File: config.mk
export PLATFORM = sky130hd
export DESIGN_NAME = path_delay_scheduler
export DESIGN_NICKNAME = d
export VERILOG_FILES = /design/src/rtl/path_delay_pkg.sv /design/src/rtl/path_delay_lane.sv /design/src/rtl/path_delay_scheduler.sv
export SDC_FILE = /design/constraint.sdc
export NUM_CORES = 1
export LEC_CHECK = 0
export ABC_AREA = 1
export BUFFER_PORTS_ARGS = -buffer_cell sky130_fd_sc_hd__clkbuf_2
export CAP_MARGIN = 5
export CORE_MARGIN = 3
export CORE_UTILIZATION = 62
export CTS_BUF_LIST = sky130_fd_sc_hd__clkbuf_2 sky130_fd_sc_hd__clkbuf_4 sky130_fd_sc_hd__clkbuf_8
export DETAILED_ROUTE_END_ITERATION = 12
export HOLD_SLACK_MARGIN = 0.05
export PLACE_DENSITY = 0.83
export REMOVE_ABC_BUFFERS = 1
export SLEW_MARGIN = 15
export SYNTH_ARGS = -nofsm -noshare
export SYNTH_HDL_FRONTEND = slang
export SYNTH_SLANG_ARGS = --single-unit
File: constraint.sdc
create_clock -name clk -period 3.85 [get_ports clk]
set_input_delay 0.385 -clock clk [delete_from_list [all_inputs] [get_ports clk]]
set_output_delay 0.385 -clock clk [all_outputs]
set_load 0.05 [all_outputs]
File: src/rtl/path_delay_pkg.sv
// Shared types and helpers for the path delay scheduler: lane state encoding,
// default widths and the effective-delay rule.
package path_delay_pkg;

   localparam int DEF_DELAY_W = 8;
   localparam int DEF_CNT_W   = 16;

   typedef enum logic [1:0] {
      IDLE  = 2'd0,
      PEND  = 2'd1,
      WAIT  = 2'd2,
      XHOLD = 2'd3
   } lane_state_t;

   // A programmed delay of zero behaves as a one-cycle registered delay.
   function automatic logic [31:0] eff_delay(input logic [31:0] cfg);
      return (cfg == 32'd0) ? 32'd1 : cfg;
   endfunction

endpackage

File: src/rtl/path_delay_lane.sv
// One inertial-delay path: schedules each transition of in_bit onto out_sig
// after the rise/fall delay, cancelling pulses that reverse before maturity.
module path_delay_lane
   import path_delay_pkg::*;
#(
   parameter int DELAY_W = DEF_DELAY_W,
   parameter bit INIT    = 1'b0
) (
   input  logic               clk,
   input  logic               rst,
   input  logic [DELAY_W-1:0] cfg_rise,
   input  logic [DELAY_W-1:0] cfg_fall,
   input  logic               cfg_showcancelled,
   input  logic               cfg_ondetect,
   input  logic               in_bit,
   output logic               out_sig,
   output logic               out_x,
   output logic               cancel_pulse,
   output logic               busy,
   output logic               cancel_evt,
   output lane_state_t        state_dbg
);

   localparam logic [DELAY_W-1:0] ONE = DELAY_W'(1);

   lane_state_t        state, state_n;
   logic [DELAY_W-1:0] cnt, cnt_n;
   logic [DELAY_W-1:0] dly;
   logic               out_q, out_n;
   logic               cancel_q;

   always_ff @(posedge clk) begin
      if (rst) begin
         state    <= IDLE;
         cnt      <= '0;
         out_q    <= INIT;
         cancel_q <= 1'b0;
      end else begin
         state    <= state_n;
         cnt      <= cnt_n;
         out_q    <= out_n;
         cancel_q <= cancel_evt;
      end
   end

   // cnt holds the number of edges left up to and including the maturity edge.
   always_comb begin
      state_n    = state;
      cnt_n      = cnt;
      out_n      = out_q;
      cancel_evt = 1'b0;
      dly        = DELAY_W'(eff_delay(32'(in_bit ? cfg_rise : cfg_fall)));
      case (state)
         IDLE: begin
            if (in_bit != out_q) begin
               if (dly == ONE) begin
                  out_n = in_bit;
               end else begin
                  state_n = PEND;
                  cnt_n   = dly - ONE;
               end
            end
         end
         PEND: begin
            if (cnt == ONE) begin
               // Maturity wins over a reversal arriving in the same cycle.
               out_n   = ~out_q;
               state_n = IDLE;
            end else if (in_bit == out_q) begin
               cancel_evt = 1'b1;
               if (!cfg_showcancelled) begin
                  state_n = IDLE;
               end else if (cfg_ondetect) begin
                  state_n = WAIT;
                  cnt_n   = ONE;
               end else begin
                  state_n = WAIT;
                  cnt_n   = cnt - ONE;
               end
            end else begin
               cnt_n = cnt - ONE;
            end
         end
         WAIT: begin
            if (cnt == ONE) state_n = XHOLD;
            else            cnt_n   = cnt - ONE;
         end
         XHOLD: begin
            state_n = IDLE;
         end
         default: begin
            state_n = IDLE;
         end
      endcase
   end

   assign out_sig      = out_q;
   assign out_x        = (state == XHOLD);
   assign busy         = (state != IDLE);
   assign cancel_pulse = cancel_q;
   assign state_dbg    = state;

endmodule

File: src/rtl/path_delay_scheduler.sv
// N independent inertial path-delay lanes plus a shared saturating count of
// all cancelled pulses.
module path_delay_scheduler
   import path_delay_pkg::*;
#(
   parameter int LANES   = 4,
   parameter int DELAY_W = DEF_DELAY_W,
   parameter int CNT_W   = DEF_CNT_W,
   parameter bit INIT    = 1'b0
) (
   input  logic               clk,
   input  logic               rst,
   input  logic [DELAY_W-1:0] cfg_rise,
   input  logic [DELAY_W-1:0] cfg_fall,
   input  logic               cfg_showcancelled,
   input  logic               cfg_ondetect,
   input  logic [LANES-1:0]   in_sig,
   output logic [LANES-1:0]   out_sig,
   output logic [LANES-1:0]   out_x,
   output logic [LANES-1:0]   cancel_pulse,
   output logic [LANES-1:0]   busy,
   output logic [CNT_W-1:0]   cancel_cnt
);

   localparam int POP_W = $clog2(LANES + 1);

   logic [LANES-1:0] cancel_evt;
   lane_state_t      lane_state [LANES];
   logic [POP_W-1:0] pop;
   logic [CNT_W:0]   sum;
   logic [CNT_W-1:0] cnt_q;

   for (genvar i = 0; i < LANES; i++) begin : g_lane
      path_delay_lane #(
         .DELAY_W(DELAY_W),
         .INIT   (INIT)
      ) u_lane (
         .clk              (clk),
         .rst              (rst),
         .cfg_rise         (cfg_rise),
         .cfg_fall         (cfg_fall),
         .cfg_showcancelled(cfg_showcancelled),
         .cfg_ondetect     (cfg_ondetect),
         .in_bit           (in_sig[i]),
         .out_sig          (out_sig[i]),
         .out_x            (out_x[i]),
         .cancel_pulse     (cancel_pulse[i]),
         .busy             (busy[i]),
         .cancel_evt       (cancel_evt[i]),
         .state_dbg        (lane_state[i])
      );
   end

   always_comb begin
      pop = '0;
      for (int i = 0; i < LANES; i++) pop = pop + POP_W'(cancel_evt[i]);
      sum = {1'b0, cnt_q} + (CNT_W + 1)'(pop);
   end

   // Carry out of the add means the count would pass all-ones: clamp there.
   always_ff @(posedge clk) begin
      if (rst)           cnt_q <= '0;
      else if (sum[CNT_W]) cnt_q <= '1;
      else               cnt_q <= sum[CNT_W-1:0];
   end

   assign cancel_cnt = cnt_q;

endmodule

After elaboration in Yosys (flattened, before gate mapping)
Index checks and enable logic that the tools add are counted.

Bitwise logic cells: 4. Shift-type cells: 0. Magnitude comparators: 0. Multiplexer cells: 94. Equality and inequality tests: 64. Multipliers: 0. Reductions and logical operators: 32. Add/subtract/negate cells: 12. Divide/modulo/power cells: 0.

Operators with widths (count): $mux W8 (36); $logic_not A32 Y1 (4); $pmux W8 S3 (4); $eq A8 B1 Y1 const B (8); $sub A8 B1 Y8 const B (8); $mux W2 (21); $ne A2 B1 Y1 const B (16); $pmux W2 S4 (4); $reduce_and A4 Y1 (8); $mux W1 (24); $ne A2 B2 Y1 const B (12); $reduce_and A6 Y1 (4); $add A16 B3 Y17 (1); $eq A2 B2 Y1 const B (8); $mux W16 (1); $reduce_bool A2 Y1 (8); $ne A3 B1 Y1 const B (4); $ne A3 B3 Y1 const B (4); $reduce_bool A3 Y1 (4); $eq A2 B1 Y1 const B (4); $logic_not A2 Y1 (4); $pmux W1 S2 (4); $eq A1 B1 Y1 (4); $ne A1 B1 Y1 (4); 4 further kinds (7).

Bits in writable memories: 0. Logic and storage cells: 223. Latch bits: 0. Output and inout port bits: 32. Input bits: 24. ROM bits: 0. Memories kept: 0. Register bits after elaboration: 64.

Depth between registers and ports, before layout
Gate-level depths: netlist of run 1.

Depth after elaboration: 9. Depth in mapped cells: 20. Gate-level depth less buffers: 20.

Cells and area by module
A second synthesis of run 1 with hierarchy kept.

Cells, all modules: 1072. Area, all modules: 6485.0 sq um.

By module, submodules not included: path_delay_lane (times used 4, area an instance 1381.3 sq um, cells each 234, sequential area each 240.2 sq um); path_delay_scheduler (times used 1, area an instance 959.7 sq um, cells each 136, sequential area each 320.3 sq um).

Worst setup path before layout of run 1
No wires, ideal clock.

Kind: reg-to-reg. From: register g_lane[0].u_lane.cnt[3]. To: register cnt_q[14], in the netlist cancel_cnt[14]. Stages on the path, launching flop included: 19. Path buffers: 0. Arrival: 3.166 ns. Library setup time: 0.057 ns. Setup slack: 0.627 ns. Data required time: 3.793 ns. Clock period less this slack: 3.223 ns. Path through: dfxtp_1 > nor2_1 > nand3_1 > nor2_1 > inv_1 > nand2_1 > nor2_1 > fa_1 > inv_1 > fa_1 > inv_1 > fa_1 > nand2_1 > nor3_2 > nand3_1 > or2_2 > nand3_1 > nand2_1 > inv_1.

Cells in the longest elaborated chain, start to end: 8.

RTL lines: from (decl) (line path_delay_lane.sv:27) `logic [DELAY_W-1:0] cnt, cnt_n;`; from (signal assigned) (line path_delay_lane.sv:40) `cnt <= cnt_n;`; $eq A8 B1 Y1 (line path_delay_lane.sv:65) `if (cnt == ONE) begin`; $mux W1 (line path_delay_lane.sv:65); $mux W1 (line path_delay_lane.sv:53) `case (state)`; via g_lane[0].u_lane.cancel_evt (line path_delay_lane.sv:20) `output logic cancel_evt,`; $add A1 B1 Y2 (line path_delay_scheduler.sv:56) `for (int i = 0; i < LANES; i++) pop = pop + POP_W'(cancel_evt[i]);`; $add A2 B1 Y3 (line path_delay_scheduler.sv:56); $add A3 B1 Y3 (line path_delay_scheduler.sv:56); $add A16 B3 Y17 (line path_delay_scheduler.sv:57) `sum = {1'b0, cnt_q} + (CNT_W + 1)'(pop);`; $mux W16 (line path_delay_scheduler.sv:63) `else if (sum[CNT_W]) cnt_q <= '1;`; to (signal assigned) (line path_delay_scheduler.sv:64) `else cnt_q <= sum[CNT_W-1:0];`; to (decl) (line path_delay_scheduler.sv:31) `logic [CNT_W-1:0] cnt_q;`.

The timed path passes the listed nets, and every way through them passes these cells. A chain may end at the register's enable or synchronous reset.

Worst setup path after layout of run 1
From: register g_lane[0].u_lane.cnt[4]. To: register cnt_q[3], in the netlist cancel_cnt[3].

The elaborated chain is that of the path after synthesis.

==> impl_metrics.yaml, run 1 <==
setup_path:
  crit_path_frequent_cell: "inv_1"
  endpoint_kind: "flip-flop"
  worstSetupPathType: "reg -> reg"
  slowest_delay_ns: 0.50
  path_cells: "nor2_1, nand3_1, nor2_1, inv_1, nand2_1, nor2_1, fa_1, inv_1, fa_1, inv_1, fa_1, nand2_1, nor3_4, nand3_1, inv_1, nand2_1, a21oi_1"
  critPathMaxFanout: 8
  path_delay_family: "simple AND/OR/NAND/NOR gates"
  slowest_stage: "fa_1"
  startpoint_type: "flip-flop"
  reg2reg_slack_ns: 0.25
  cp_data_arrival_time_ns: 3.87
  path_buf_inv: 4
  cp.required_ns: 4.12
sta:
  rsz0062_at_grt: "no"
  setup_viol: 0
  finalCriticalPeriod_ns: 3.60
  finalHoldViolations: 0
  worstMarginPinSlew_ns: 0.752
  fmax_ghz: 0.278
  fin_crit_sh_pct: 93.5
  clock_skew_ns: 0.00808
  slew_violations: 0
  tns_ns: 0
  relSlewSlack_pct: 49.6
finish:
  design_area_mm2: 0.00628
  antenna_cells: 0
  drive_gt1_share_pct: 11.3
  area_delta_synth_final_pct: 6.81
  final_net_count: 1089
  fillers: 843
place:
  port-buffer-count: 55
  place_area_mm2: 0.00609
  dpl.hpwl_um: 10800
  place_congestion: 0.961
synth:
  ys.warnings.count: 0
  synth_cells: 989
  synth_top_area_share_pct: 21.8
  seq_area_frac_synth_pct: 21.8
  yosysMostFrequentCell: "nand2_1"
  synth_edf_count: 0
  synth-seq-cells: 64
  syn_avg_cell_area_um2: 5.94
  synthFlopType: "dfxtp_1"
  yosys-top-cells-area: "dfxtp_1, nand2_1, nor2_1"
  synth_commonest_cells: "nand2_1, nor2_1, inv_1"
  syn_area_mm2: 0.00588
  synth_top_cell_by_area: "dfxtp_1"
  async_reset_ff_share_pct: 0
  ys_types: 35
die:
  die-width_um: 103
  io_pins: 56
  start_util_pct: 65.5
  rows: 34
  die_area_mm2: 0.0107
  die-height_um: 103
  coreArea_mm2: 0.00898
cts:
  cts-root-buf: "clkbuf_8"
  clk_pin_slew_ns: 0.08
  insertion_delay_ns: 0.35
  cts_buffers: 9
  cts_max_path_buffers: 2
  cts_sinks: 64
  htree_levels: 3
  cts_hold_buf: 0
  cts_tree: "yes"
route:
  postRouteWirelength_um: 14200
  drtIter0Drc: 326
  firstDrtPassIters: 5
  dr.max_layer_used: "met4"
  vias: 5927
  wl_met1_um: 6850
  via_per_inst: 5.13
  ant_nets: 0
  routed-wl-met2_um: 6460
  wl_met3_um: 694
  wire_per_inst_um: 12.3
  drc: 0
pwr:
  power_mw: 4.24
  vdd_drop_max_v: 0.000417
  pwr_density_cell_mw_per_mm2: 676
  p_leak_nw: 3.31
global_routing:
  grt_max_degree: 26
  grt_pass1_wl_um: 22900
  grt_usage_pct: 26.6
  grt_pass1_vias: 5042
  antenna_found_initial: 0
  gr-total-overflow: 0
hold_path:
  hold_path_class: "reg -> reg"
status:
  status: "completed"
flow_run:
  cap_viol_max_count: 0
per-stage QoR:
stage          instances  hold slack [ns]  util, %  setup WS, ns
3_3_place_gp        1139            0.455     67.9         0.299
2_1_floorplan        957            0.437        -         0.616
4_1_cts             1155            0.481     69.8         0.224
3_5_place_dp        1139            0.463     67.9         0.246
6_report            1156            0.474     70.0         0.251
5_1_grt             1156            0.522     70.0        0.0325
final timing paths:
path,cells past startpoint,startpoint,to
setup / recovery,17,g_lane[0].u_lane.cnt[4],cancel_cnt[3]
hold / removal,2,g_lane[3].u_lane.cnt[1],g_lane[3].u_lane.cnt[1]
setup reg to reg,17,g_lane[0].u_lane.cnt[4],cancel_cnt[3]
hold reg to reg,2,g_lane[3].u_lane.cnt[1],g_lane[3].u_lane.cnt[1]
state kept, by name (all words and copies together), names as in the netlist, named ones only:
name / flops
g_lane.u_lane.out_sig: 4
g_lane.u_lane.state_dbg: 4
cancel_cnt: 16
g_lane.u_lane.cancel_pulse: 4
g_lane.u_lane.cnt: 32
final cells by class:
class | count | area, um2 | area share, %
flip-flops and latches | 64 | 1280 | 20.4
clock inverters | 7 | 48.8 | 0.777
well taps | 126 | 158 | 2.51
multi-input cells | 753 | 3850 | 61.3
clock buffers | 9 | 124 | 1.97
inverters | 140 | 526 | 8.37
repair buffers | 57 | 290 | 4.62
worst min-delay path, delay by kind of cell (launching register included):
| kind | cells | cell delay, ns |
|---|---|---|
| and+or+nand+nor | 1 | 0.07 |
| DFF | 1 | 0.33 |
| AOI/OAI and AO/OA | 1 | 0.05 |
metal layers:
metal  up-vias  GRT usage, %
li1       3142             -
met1      2625          37.7
met2       140          42.2
met3        20          3.89
met4         0          7.47
met5         -             0
layout by cell type (no fill, tap or decap), types with 3 or more instances in the layout:
master	count
nand3_1	70
xnor2_1	7
a21oi_2	9
nor3_1	7
a21oi_1	32
fa_1	3
clkinvlp_4	4
nand2_2	11
or2_2	3
xor2_1	24
nand3b_1	3
o21ai_1	4
nor2_1	139
clkbuf_2	55
nand4_1	24
ha_1	37
nor2_4	3
inv_1	135
dfxtp_1	64
inv_2	4
o21ai_0	46
clkbuf_8	9
nand2_1	314
report_power, final:
part	total, mW	switching, mW	internal, mW
logic	2.67	1.79	0.878
clock network	0.521	0.290	0.232
registers	1.05	0.179	0.875
total	4.24	2.26	1.98
cells by family (layout without fill, tap and decap cells):
kind of cell             after synthesis  count (layout)  synth area share, %
adder cells (fa/ha/maj)               40              40                 8.90
AO/OA/AOI/OAI                         97              97                 9.51
AND/OR/NAND/NOR                      585             585                 42.4
XOR/XNOR                              31              31                 4.62
flip-flops                            64              64                 21.8
buffers and inverters                172             213                 12.8
what timing repair did:
| item | CTS | global route |
|---|---|---|
| setup buffers | 0 | 1 |
| endpoints found under the setup margin | 0 | 11 |
| gates resized for setup | 0 | 1 |
No activity file was read; power rests on OpenSTA's default activity.
==> inputs of run 2 (changes only) <==
--- a/config.mk
+++ b/config.mk
@@ -8,13 +8,14 @@
 export ABC_AREA = 1
 export BUFFER_PORTS_ARGS = -buffer_cell sky130_fd_sc_hd__clkbuf_2
 export CAP_MARGIN = 5
-export CORE_MARGIN = 3
+export CORE_ASPECT_RATIO = 1.75
 export CORE_UTILIZATION = 62
 export CTS_BUF_LIST = sky130_fd_sc_hd__clkbuf_2 sky130_fd_sc_hd__clkbuf_4 sky130_fd_sc_hd__clkbuf_8
 export DETAILED_ROUTE_END_ITERATION = 12
 export HOLD_SLACK_MARGIN = 0.05
 export PLACE_DENSITY = 0.83
 export REMOVE_ABC_BUFFERS = 1
+export SETUP_SLACK_MARGIN = 0.15
 export SLEW_MARGIN = 15
 export SYNTH_ARGS = -nofsm -noshare
 export SYNTH_HDL_FRONTEND = slang
==> impl_metrics.yaml, run 2 (synthesis gave the netlist of run 1 again) <==
status:
  status: "completed"
cts:
  htree_levels: 3
  cts_max_path_buffers: 2
  insertion_delay_ns: 0.36
  cts_buffers: 9
  cts_sinks: 64
  cts_hold_buf: 0
  clk_pin_slew_ns: 0.08
  cts-root-buf: "clkbuf_8"
  cts_tree: "yes"
place:
  placed_cells: 1133
  place_congestion: 0.935
  port-buffer-count: 55
  dpl.hpwl_um: 11200
  place_area_mm2: 0.00609
hold_path:
  hold_path_class: "in -> reg"
  hp-start: "cfg_showcancelled"
pwr:
  p_leak_nw: 3.33
  power_mw: 4.26
  pwr_density_cell_mw_per_mm2: 678
  vdd_drop_max_v: 0.000429
global_routing:
  gr-total-overflow: 0
  grt_usage_pct: 30.9
  grt_max_degree: 46
  grt_pass1_vias: 5561
  antenna_found_initial: 0
  grt_pass1_wl_um: 23800
finish:
  regMostFlops: "g_lane.u_lane.cnt"
  drive_gt1_share_pct: 11.6
  final_cells: 1151
  fillers: 887
  final_common_cell: "nand2_1"
  antenna_cells: 0
  final_cell_mix: "nand2_1, nor2_1, inv_1, nand3_1, dfxtp_1"
  multi_input_area_mm2: 0.00386
  seq_area_mm2: 0.00128
  area_delta_synth_final_pct: 6.85
  largest_register_ffs: 32
  final_net_count: 1090
  design_area_mm2: 0.00628
die:
  die-width_um: 75.6
  rows: 46
  io_pins: 56
  die_area_mm2: 0.00989
  die-height_um: 131
  start_util_pct: 64.2
  coreArea_mm2: 0.00915
sta:
  worstMarginPinSlew_ns: 0.546
  clock_skew_ns: 0.0125
  relSlewSlack_pct: 63.3
  fmax_ghz: 0.293
  finalHoldViolations: 0
  finalCriticalPeriod_ns: 3.41
  setup_viol: 0
  tns_ns: 0
  slew_violations: 0
  fin_crit_sh_pct: 88.6
  rsz0062_at_grt: "no"
route:
  ant_nets: 0
  postRouteWirelength_um: 14400
  wire_per_inst_um: 12.5
  vias: 6084
  via_per_inst: 5.29
  drtIter0Drc: 323
  firstDrtPassIters: 5
  drc: 0
setup_path:
  crit_start: "g_lane[0].u_lane.cnt[4]"
  startpoint_type: "flip-flop"
  cp.required_ns: 4.16
  timing.rr.start: "g_lane[0].u_lane.cnt[4]"
  slowest_delay_ns: 0.50
  worstSetupPathType: "reg -> reg"
  critPathMaxFanout: 5
  endpoint_kind: "flip-flop"
  cp_data_arrival_time_ns: 3.72
  crit_path_frequent_cell: "inv_1"
  path_cells: "nor2_1, nand3_1, nor2_2, inv_1, nand2_1, nor2_1, fa_1, inv_1, fa_1, inv_1, fa_1, nand2_1, nor3_4, buf_4, nand3_1, or2_2, nand3_1, nand2_1, inv_1"
  slowest_stage: "fa_1"
flow_run:
  cap_viol_max_count: 0
-- run 2: cell count changes in the layout (fill, tap and decap cells not counted), sizes merged --
cell,change
clkinvlp,-3
clkinv,+2
buf,+1
clkbuf,+1
-- run 2: what timing repair did --
| item | in CTS | in global routing |
|---|---|---|
| buffers inserted | 0 | 2 |
| gates resized for setup | 0 | 4 |
| setup endpoints to repair | 0 | 16 |
-- run 2: layout make-up --
class	count	area share, %
Multi-Input combinational cell	753	61.4
Sequential cell	64	20.4
Timing Repair Buffer	58	4.74
Tap cell	120	2.39
Inverter	140	8.36
Clock inverter	6	0.578
Clock buffer	10	2.09
-- run 2: layer usage --
layer / share of wire, % / track usage (%) / vias to the layer above
met5: 0 / 0 / -
met4: 3.9 / 17.0 / 0
met3: 3.9 / 5.14 / 42
met2: 53 / 57.6 / 156
met1: 40 / 31.5 / 2740
li1: - / - / 3146
-- run 2: critical path, delay by kind of cell, from the launching register on --
kind | cells | cell delay (ns)
and+or+nand+nor | 11 | 1.57
adders and majority gates | 3 | 1.07
buffers and inverters | 5 | 0.42
DFF | 1 | 0.32
-- run 2: final timing paths --
check	to	slack, ns	cells past startpoint
min	flip-flop	0.48	5
max	cancel_cnt[14]	0.44	19
min reg2reg	g_lane[3].u_lane.cnt[1]	0.49	2
max reg2reg	cancel_cnt[14]	0.44	19
-- run 2: power breakdown --
group	internal [mW]	switching (mW)
sequential	0.875	0.179
combinational	0.881	1.81
clock	0.237	0.276
total	1.99	2.26
-- run 2: through the flow --
stage	setup slack (ns)	util, %	hold WS (ns)
2_1_floorplan	0.616	-	0.437
3_3_place_gp	0.377	66.5	0.451
3_5_place_dp	0.283	66.5	0.470
4_1_cts	0.274	68.3	0.476
5_1_grt	0.138	68.6	0.509
6_report	0.437	68.6	0.484
